### src/rtl/npu_conv_pkg.sv
// +----------------------------------------------------------------------------+
// | npu_conv_pkg : shared constants, state type and helpers of the conv engine |
// | Revision     : 1.0                                                         |
// +----------------------------------------------------------------------------+
`default_nettype none

package npu_conv_pkg;

    localparam logic [2:0] SEL_DATA   = 3'b001;
    localparam logic [2:0] SEL_WEIGHT = 3'b010;
    localparam logic [2:0] SEL_RESULT = 3'b011;
    localparam logic [2:0] SEL_CTRL   = 3'b100;

    localparam int CTRL_CLR_BIT  = 0;
    localparam int CTRL_RELU_BIT = 1;
    localparam int CTRL_WPTR_BIT = 2;

    localparam int STAT_EMPTY_BIT = 0;
    localparam int STAT_FULL_BIT  = 1;
    localparam int STAT_BUSY_BIT  = 2;
    localparam int STAT_RELU_BIT  = 3;
    localparam int STAT_OVF_BIT   = 4;
    localparam int STAT_UDF_BIT   = 5;
    localparam int STAT_CNT_LSB   = 8;

    typedef enum logic [1:0] {
        IDLE = 2'd0,
        MAC  = 2'd1,
        POST = 2'd2
    } state_e;

    function automatic int calc_n_steps(input int k_h, input int k_w, input int num_pe);
        return (k_h * k_w + num_pe - 1) / num_pe;
    endfunction

endpackage

`default_nettype wire

### src/rtl/npu_result_fifo.sv
// +----------------------------------------------------------------------------+
// | npu_result_fifo : synchronous result FIFO with clear, count, full, empty   |
// | Revision        : 1.0                                                      |
// +----------------------------------------------------------------------------+
`default_nettype none

module npu_result_fifo #(
    parameter int  WIDTH = 16,
    parameter int  DEPTH = 8,
    localparam int CNT_W = $clog2(DEPTH) + 1
) (
    input  logic             clk,
    input  logic             rst,
    input  logic             clear,
    input  logic             push,
    input  logic [WIDTH-1:0] push_data,
    input  logic             pop,
    output logic [WIDTH-1:0] pop_data,
    output logic [CNT_W-1:0] count,
    output logic             full,
    output logic             empty
);

    localparam int C_AW = $clog2(DEPTH);

    logic [WIDTH-1:0] r_mem [DEPTH];
    logic [C_AW-1:0]  r_wr_ptr;
    logic [C_AW-1:0]  r_rd_ptr;
    logic [CNT_W-1:0] r_count;
    logic             w_do_push;
    logic             w_do_pop;

    assign full      = (r_count == CNT_W'(DEPTH));
    assign empty     = (r_count == '0);
    assign count     = r_count;
    assign pop_data  = r_mem[r_rd_ptr];
    assign w_do_pop  = pop && !empty;
    // A pop frees the slot the same-cycle push lands in, so full+pop may push.
    assign w_do_push = push && (!full || w_do_pop);

    always_ff @(posedge clk or posedge rst) begin
        if (rst) begin
            r_wr_ptr <= '0;
            r_rd_ptr <= '0;
            r_count  <= '0;
        end else if (clear) begin
            r_wr_ptr <= '0;
            r_rd_ptr <= '0;
            r_count  <= '0;
        end else begin
            if (w_do_push) r_wr_ptr <= r_wr_ptr + C_AW'(1);
            if (w_do_pop)  r_rd_ptr <= r_rd_ptr + C_AW'(1);
            if (w_do_push && !w_do_pop)      r_count <= r_count + CNT_W'(1);
            else if (!w_do_push && w_do_pop) r_count <= r_count - CNT_W'(1);
        end
    end

    always_ff @(posedge clk) begin
        if (w_do_push) r_mem[r_wr_ptr] <= push_data;
    end

endmodule

`default_nettype wire

### src/rtl/npu_conv_engine.sv
// +----------------------------------------------------------------------------+
// | npu_conv_engine : bus-mapped K_H x K_W sliding-window convolution MAC      |
// | Option          : NPU_CONV_ENGINE_RELU_EN enables the ReLU stage           |
// | Revision        : 1.0                                                      |
// +----------------------------------------------------------------------------+
`default_nettype none

module npu_conv_engine #(
    parameter int K_H        = 3,
    parameter int K_W        = 3,
    parameter int IMG_W      = 15,
    parameter int NUM_PE     = 4,
    parameter int ACC_W      = 24,
    parameter int OUT_W      = 16,
    parameter int FIFO_DEPTH = 8
) (
    input  logic        clk,
    input  logic        rst,
    input  logic        ena,
    input  logic        wea,
    input  logic [15:0] addra,
    input  logic [31:0] dina,
    output logic [31:0] douta
);

    import npu_conv_pkg::*;

    localparam int C_NK      = K_H * K_W;
    localparam int C_N_STEPS = calc_n_steps(K_H, K_W, NUM_PE);
    localparam int C_STEP_W  = $clog2(C_N_STEPS + 1);
    localparam int C_WP_W    = $clog2(C_NK + 4);
    localparam int C_COL_W   = $clog2(IMG_W + 1);
    localparam int C_CNT_W   = $clog2(FIFO_DEPTH) + 1;
    localparam logic signed [ACC_W-1:0] C_SAT_MAX = {{(ACC_W-OUT_W+1){1'b0}}, {(OUT_W-1){1'b1}}};
    localparam logic signed [ACC_W-1:0] C_SAT_MIN = {{(ACC_W-OUT_W+1){1'b1}}, {(OUT_W-1){1'b0}}};

    state_e                   r_state;
    state_e                   w_state_nxt;
    logic [7:0]               r_win [K_H][K_W];
    logic [7:0]               w_shift [K_H][K_W];
    logic [7:0]               r_pix [C_NK];
    logic signed [7:0]        r_wgt [C_NK];
    logic [C_WP_W-1:0]        r_wptr;
    logic [C_COL_W-1:0]       r_col;
    logic [C_STEP_W-1:0]      r_step;
    logic signed [ACC_W-1:0]  r_acc;
    logic signed [ACC_W-1:0]  w_step_sum;
    logic signed [ACC_W-1:0]  w_post_val;
    logic signed [8:0]        w_px;
    logic signed [16:0]       w_prod;
    logic [OUT_W-1:0]         w_result;
    logic                     r_ovf;
    logic                     r_udf;
    logic [31:0]              r_douta;
    logic [31:0]              w_status;
    logic [2:0]               w_sel;
    logic                     w_data_wr, w_wgt_wr, w_ctrl_wr, w_res_rd, w_rd;
    logic                     w_clr, w_accept, w_trigger, w_push;
    logic [OUT_W-1:0]         w_fifo_data;
    logic [C_CNT_W-1:0]       w_fifo_count;
    logic                     w_fifo_full, w_fifo_empty;
    logic                     w_unused_addr;

    assign w_sel         = addra[2:0];
    assign w_unused_addr = &{1'b0, addra[15:3]};
    assign w_rd          = ena && !wea;
    assign w_data_wr     = ena && wea && (w_sel == SEL_DATA);
    assign w_wgt_wr      = ena && wea && (w_sel == SEL_WEIGHT);
    assign w_ctrl_wr     = ena && wea && (w_sel == SEL_CTRL);
    assign w_res_rd      = w_rd && (w_sel == SEL_RESULT);
    assign w_clr         = w_ctrl_wr && dina[CTRL_CLR_BIT];
    assign w_accept      = w_data_wr && (r_state == IDLE) && !w_fifo_full;
    assign w_trigger     = w_accept && (int'(r_col) >= K_W - 1);
    assign douta         = r_douta;

    always_ff @(posedge clk or posedge rst) begin
        if (rst) r_state <= IDLE;
        else     r_state <= w_state_nxt;
    end

    always_comb begin
        w_state_nxt = r_state;
        w_push      = 1'b0;
        case (r_state)
            IDLE: if (w_trigger) w_state_nxt = MAC;
            MAC:  if (int'(r_step) == C_N_STEPS - 1) w_state_nxt = POST;
            POST: begin
                w_push      = 1'b1;
                w_state_nxt = IDLE;
            end
            default: w_state_nxt = IDLE;
        endcase
        if (w_clr) begin
            w_state_nxt = IDLE;
            w_push      = 1'b0;
        end
    end

    // Window after shifting in the bus column; column K_W-1 is the newest.
    always_comb begin
        w_shift = r_win;
        for (int r = 0; r < K_H; r++) begin
            for (int c = 0; c < K_W - 1; c++) w_shift[r][c] = r_win[r][c+1];
            w_shift[r][K_W-1] = dina[8*r +: 8];
        end
    end

    // The MAC works on a snapshot so the live window can be zeroed at row end.
    always_ff @(posedge clk or posedge rst) begin
        if (rst) begin
            r_col <= '0;
            for (int r = 0; r < K_H; r++)
                for (int c = 0; c < K_W; c++) r_win[r][c] <= '0;
            for (int j = 0; j < C_NK; j++) r_pix[j] <= '0;
        end else if (w_clr) begin
            r_col <= '0;
            for (int r = 0; r < K_H; r++)
                for (int c = 0; c < K_W; c++) r_win[r][c] <= '0;
        end else if (w_accept) begin
            if (w_trigger) begin
                for (int r = 0; r < K_H; r++)
                    for (int c = 0; c < K_W; c++) r_pix[r*K_W+c] <= w_shift[r][c];
            end
            if (int'(r_col) == IMG_W - 1) begin
                r_col <= '0;
                for (int r = 0; r < K_H; r++)
                    for (int c = 0; c < K_W; c++) r_win[r][c] <= '0;
            end else begin
                r_col <= r_col + C_COL_W'(1);
                r_win <= w_shift;
            end
        end
    end

    always_ff @(posedge clk or posedge rst) begin
        if (rst) begin
            r_wptr <= '0;
            for (int j = 0; j < C_NK; j++) r_wgt[j] <= '0;
        end else begin
            if (w_wgt_wr) begin
                for (int j = 0; j < C_NK; j++)
                    for (int i = 0; i < 4; i++)
                        if (int'(r_wptr) + i == j) r_wgt[j] <= dina[8*i +: 8];
                r_wptr <= (int'(r_wptr) + 4 >= C_NK) ? '0 : C_WP_W'(int'(r_wptr) + 4);
            end
            if (w_ctrl_wr && dina[CTRL_WPTR_BIT]) r_wptr <= '0;
        end
    end

    // Lane p of step s handles weight index s*NUM_PE+p.
    always_comb begin
        w_step_sum = '0;
        w_px       = '0;
        w_prod     = '0;
        for (int j = 0; j < C_NK; j++) begin
            if (j / NUM_PE == int'(r_step)) begin
                w_px       = {1'b0, r_pix[j]};
                w_prod     = w_px * r_wgt[j];
                w_step_sum = w_step_sum + ACC_W'(w_prod);
            end
        end
    end

    always_ff @(posedge clk or posedge rst) begin
        if (rst) begin
            r_step <= '0;
            r_acc  <= '0;
        end else if (w_trigger) begin
            r_step <= '0;
            r_acc  <= '0;
        end else if (r_state == MAC) begin
            r_step <= r_step + C_STEP_W'(1);
            r_acc  <= r_acc + w_step_sum;
        end
    end

`ifdef NPU_CONV_ENGINE_RELU_EN
    logic r_relu_en;

    always_ff @(posedge clk or posedge rst) begin
        if (rst)            r_relu_en <= 1'b0;
        else if (w_ctrl_wr) r_relu_en <= dina[CTRL_RELU_BIT];
    end
`endif

    always_comb begin
        w_post_val = r_acc;
`ifdef NPU_CONV_ENGINE_RELU_EN
        if (r_relu_en && r_acc[ACC_W-1]) w_post_val = '0;
`endif
        w_result = w_post_val[OUT_W-1:0];
        if (w_post_val > C_SAT_MAX)      w_result = C_SAT_MAX[OUT_W-1:0];
        else if (w_post_val < C_SAT_MIN) w_result = C_SAT_MIN[OUT_W-1:0];
    end

    always_comb begin
        w_status                      = '0;
        w_status[STAT_CNT_LSB +: 8]   = 8'(w_fifo_count);
        w_status[STAT_UDF_BIT]        = r_udf;
        w_status[STAT_OVF_BIT]        = r_ovf;
        w_status[STAT_BUSY_BIT]       = (r_state != IDLE);
        w_status[STAT_FULL_BIT]       = w_fifo_full;
        w_status[STAT_EMPTY_BIT]      = w_fifo_empty;
`ifdef NPU_CONV_ENGINE_RELU_EN
        w_status[STAT_RELU_BIT]       = r_relu_en;
`endif
    end

    always_ff @(posedge clk or posedge rst) begin
        if (rst) begin
            r_ovf   <= 1'b0;
            r_udf   <= 1'b0;
            r_douta <= '0;
        end else begin
            if (w_clr) begin
                r_ovf <= 1'b0;
                r_udf <= 1'b0;
            end else begin
                if (w_data_wr && !w_accept)  r_ovf <= 1'b1;
                if (w_res_rd && w_fifo_empty) r_udf <= 1'b1;
            end
            if (w_rd) begin
                case (w_sel)
                    SEL_RESULT: r_douta <= w_fifo_empty ? '0 : 32'(signed'(w_fifo_data));
                    SEL_CTRL:   r_douta <= w_status;
                    default:    r_douta <= '0;
                endcase
            end
        end
    end

    npu_result_fifo #(
        .WIDTH (OUT_W),
        .DEPTH (FIFO_DEPTH)
    ) u_fifo (
        .clk       (clk),
        .rst       (rst),
        .clear     (w_clr),
        .push      (w_push),
        .push_data (w_result),
        .pop       (w_res_rd),
        .pop_data  (w_fifo_data),
        .count     (w_fifo_count),
        .full      (w_fifo_full),
        .empty     (w_fifo_empty)
    );

endmodule

`default_nettype wire

### config.mk
export PLATFORM = sky130hd
export DESIGN_NAME = npu_conv_engine
export DESIGN_NICKNAME = d
export VERILOG_FILES = /design/src/rtl/npu_conv_pkg.sv /design/src/rtl/npu_result_fifo.sv /design/src/rtl/npu_conv_engine.sv
export SDC_FILE = /design/constraint.sdc
export NUM_CORES = 2
export LEC_CHECK = 0
export CORE_ASPECT_RATIO = 0.6
export CORE_MARGIN = 4
export CORE_UTILIZATION = 30
export DETAILED_ROUTE_END_ITERATION = 8
export PLACE_DENSITY = 0.56
export SETUP_SLACK_MARGIN = 0.1
export SLEW_MARGIN = 20
export SYNTH_ARGS = -nofsm -noshare
export SYNTH_HDL_FRONTEND = slang
export SYNTH_SLANG_ARGS = --single-unit
### constraint.sdc
create_clock -name clk -period 42.6 [get_ports clk]
set_input_delay 12.78 -clock clk [delete_from_list [all_inputs] [get_ports clk]]
set_output_delay 12.78 -clock clk [all_outputs]
set_load 0.02 [all_outputs]
==> summary.txt <==
Global routing
  • Largest net degree at the start of global routing: 120
  • GRT overflow: 0
  • First-pass GRT wire length: 189000 µm
  • Tot GR Track Use: 15.5%
  • Antenna violations before repair: 14
  • Vias in the first global route: 31000

Hold path
  • Worst hold path class: reg -> reg
  • Hold path startpoint: douta[6]

Detailed routing
  • Final wirelength: 121000 µm
  • Number of remaining DRC errors: 0
  • WL per Instance: 18.5 µm
  • DR pass1 iterations: 6
  • Vias: 31300
  • First DRT Iteration DRCs: 2366
  • Vias per cell: 4.79
  • ANT nets after route: 0

STA
  • Final hold slack: 0.485 ns
  • RSZ-0062 raised after global routing: no
  • Final worst slack: 10.23 ns
  • Setup TNS: 0 ns
  • Max-slew violations: 0
  • Fin crit period: 32.37 ns
  • Endpoints failing setup: 0
  • Period utilization: 76.0%
  • Final Hold Fails: 0
  • Worst Tran Pin Value: 1.07 ns
  • Clk_skew: 0.0488 ns
  • Relative slew slack: 28.5%
  • Fmax: 30.9 MHz

Clock tree
  • Skew-Pair Late Insertion Delay: 0.61 ns
  • CTS Sinks: 382
  • TritonCTS Buffers: 39
  • Hold-fix buffer count after cts: 0
  • CTS tree: yes
  • H-tree depth: 2
  • CTS Root Cell: clkbuf_16
  • Clk slew on worst S/H paths: 0.08 ns
  • Clock Path Buffers: 3
  • Post-cts repair resize count: 0
  • Postcts setup bufs: 0

Yosys
  • Mapped Nets: 5683
  • Number of synthesized flops with an enable pin: 128
  • Top_reg_cell synth: dfrtp_1
  • Synth Instances: 4505
  • Number of synthesis warnings: 0
  • Synth cell types: 78
  • Register area share after synthesis: 22.8%
  • Ys async rst share: 66.5%
  • Post-Syn Area per Cell: 9.95 µm²
  • Post-Syn Area: 0.0448 mm²
  • Synth Register Bits: 382

Cells and area
  • Area Growth Syn to Fin: 9.51%
  • Post-route cell area: 0.0491 mm²
  • Commonest cells after routing, fill and taps aside: inv_1, ha_1, fa_1
  • Fraction of layout cells with a size suffix above 1: 6.52%
  • Most common cell after layout, fill and taps aside: inv_1
  • Net count, final: 5690

Placement
  • # port buffers: 70
  • Place WS: 10.34 ns
  • Post-detail-place hpwl: 97900 µm
  • Post-DP Area: 0.0477 mm²
  • Final Wtd Congestion: 0.867

Run
  • Number of max-cap violations: 0

Floorplanning
  • I/O pin count: 84
  • # rows: 109
  • Die W: 507 µm
  • Core box area: 0.148 mm²
  • Starting Density: 30.3%
  • Die Y: 307 µm
  • Die area: 0.156 mm²

Setup path
  • CP dominant cell by count: fa_1
  • Crit start category: flip-flop
  • Worst Setup End Kind: flip-flop
  • CP Class: reg -> reg
  • Delay of the slowest cell on the worst path: 0.60 ns
  • R2r startpoint: r_pix[67]
  • CP max FO: 9
  • Critical-path top delay cell: fa_1
  • Arrival time worst endpoint: 32.88 ns
  • Critical Path Start: r_pix[67]
  • CP required: 43.11 ns

Status
  • Status: complete, no violations
## area by class of cell
class / instances / area, µm²
antenna: 3 / 7.51
clock inverter: 22 / 258
tap: 1998 / 2500
fill: 15200 / 98700
timing repair buffer: 106 / 971
clock buffer: 50 / 1080
sequential: 382 / 10200
multi-input combinational: 3306 / 31500
inverter: 677 / 2550
## routing by layer
metal / global-route usage (%) / up-vias / wire length, µm
li1: - / 14900 / -
met1: 25.9 / 15600 / 65100
met2: 20.1 / 843 / 44800
met3: 3.59 / 64 / 10300
met4: 1.37 / 0 / 945
met5: 0 / - / 0
## Yosys cell counts, drive strengths merged, types with 19 or more instances
master  count  area share [%]
nor3       20            0.22
dfrtp     254              14
and2      363             5.1
fa        456              20
nand3      49            0.55
a21o       66             1.1
o21ai     197             2.2
nand2     415             3.5
xnor2     104             2.0
nor2b      40            0.56
clkbuf    116             1.0
xor2       67             1.3
nand2b     83             1.2
and3       19            0.27
a22o       49            0.96
a21oi     172             1.9
ha        670              19
o21a       33            0.55
nor2      136             1.1
buf        24            0.37
inv       677             5.7
mux4       32             1.6
mux2      126             3.2
o21bai     26            0.44
edfxtp    128             8.6
## through the flow
stage                     utilization, %  instances
after floorplan                        -       4505
after global placement              32.3       6469
after detailed placement            32.3       6469
after CTS                           33.2       6541
after global routing                33.2       6542
final                               33.2       6544
## critical path, delay by kind of cell, from the launching register on
kind                     cells  cell delay [ns]
AND/OR/NAND/NOR             10             1.60
adder cells (fa/ha/maj)     55            24.04
flip-flops                   1             0.51
buffers and inverters       14             0.76
XOR/XNOR                    10             1.96
AO/OA/AOI/OAI               18             3.43
## cell families after synthesis
kind of cell / share of synthesized area, %
muxes: 5.00
adders and majority gates: 39.1
DFF: 22.8
xor gates and xnor gates: 3.49
buffers and inverters: 7.05
and+or+nand+nor: 13.3
AOI/OAI and AO/OA: 9.35
## worst paths after layout
path	cells past startpoint	slack (ns)	endpoint
max reg2reg	107	10.23	r_acc[23]
min reg2reg	2	0.49	douta[6]
min in group asynchronous	2	12.73	douta[1]
max in group asynchronous	3	28.33	r_win[55]
min	2	0.49	douta[6]
max	107	10.23	r_acc[23]
## flip-flops by register name (all words and copies together), names as in the netlist
register / flops
r_udf: 1
r_ovf: 1
r_step: 2
u_fifo.count: 4
r_win: 48
r_acc: 24
douta: 16
r_wgt: 72
r_col: 4
u_fifo.r_mem: 128
u_fifo.r_wr_ptr: 3
r_pix: 72
r_state: 2
u_fifo.r_rd_ptr: 3
r_wptr: 2
Power is left out: the tool's default activity adds up to more than one toggle a clock period on the data nets, which glitch-free logic cannot reach.
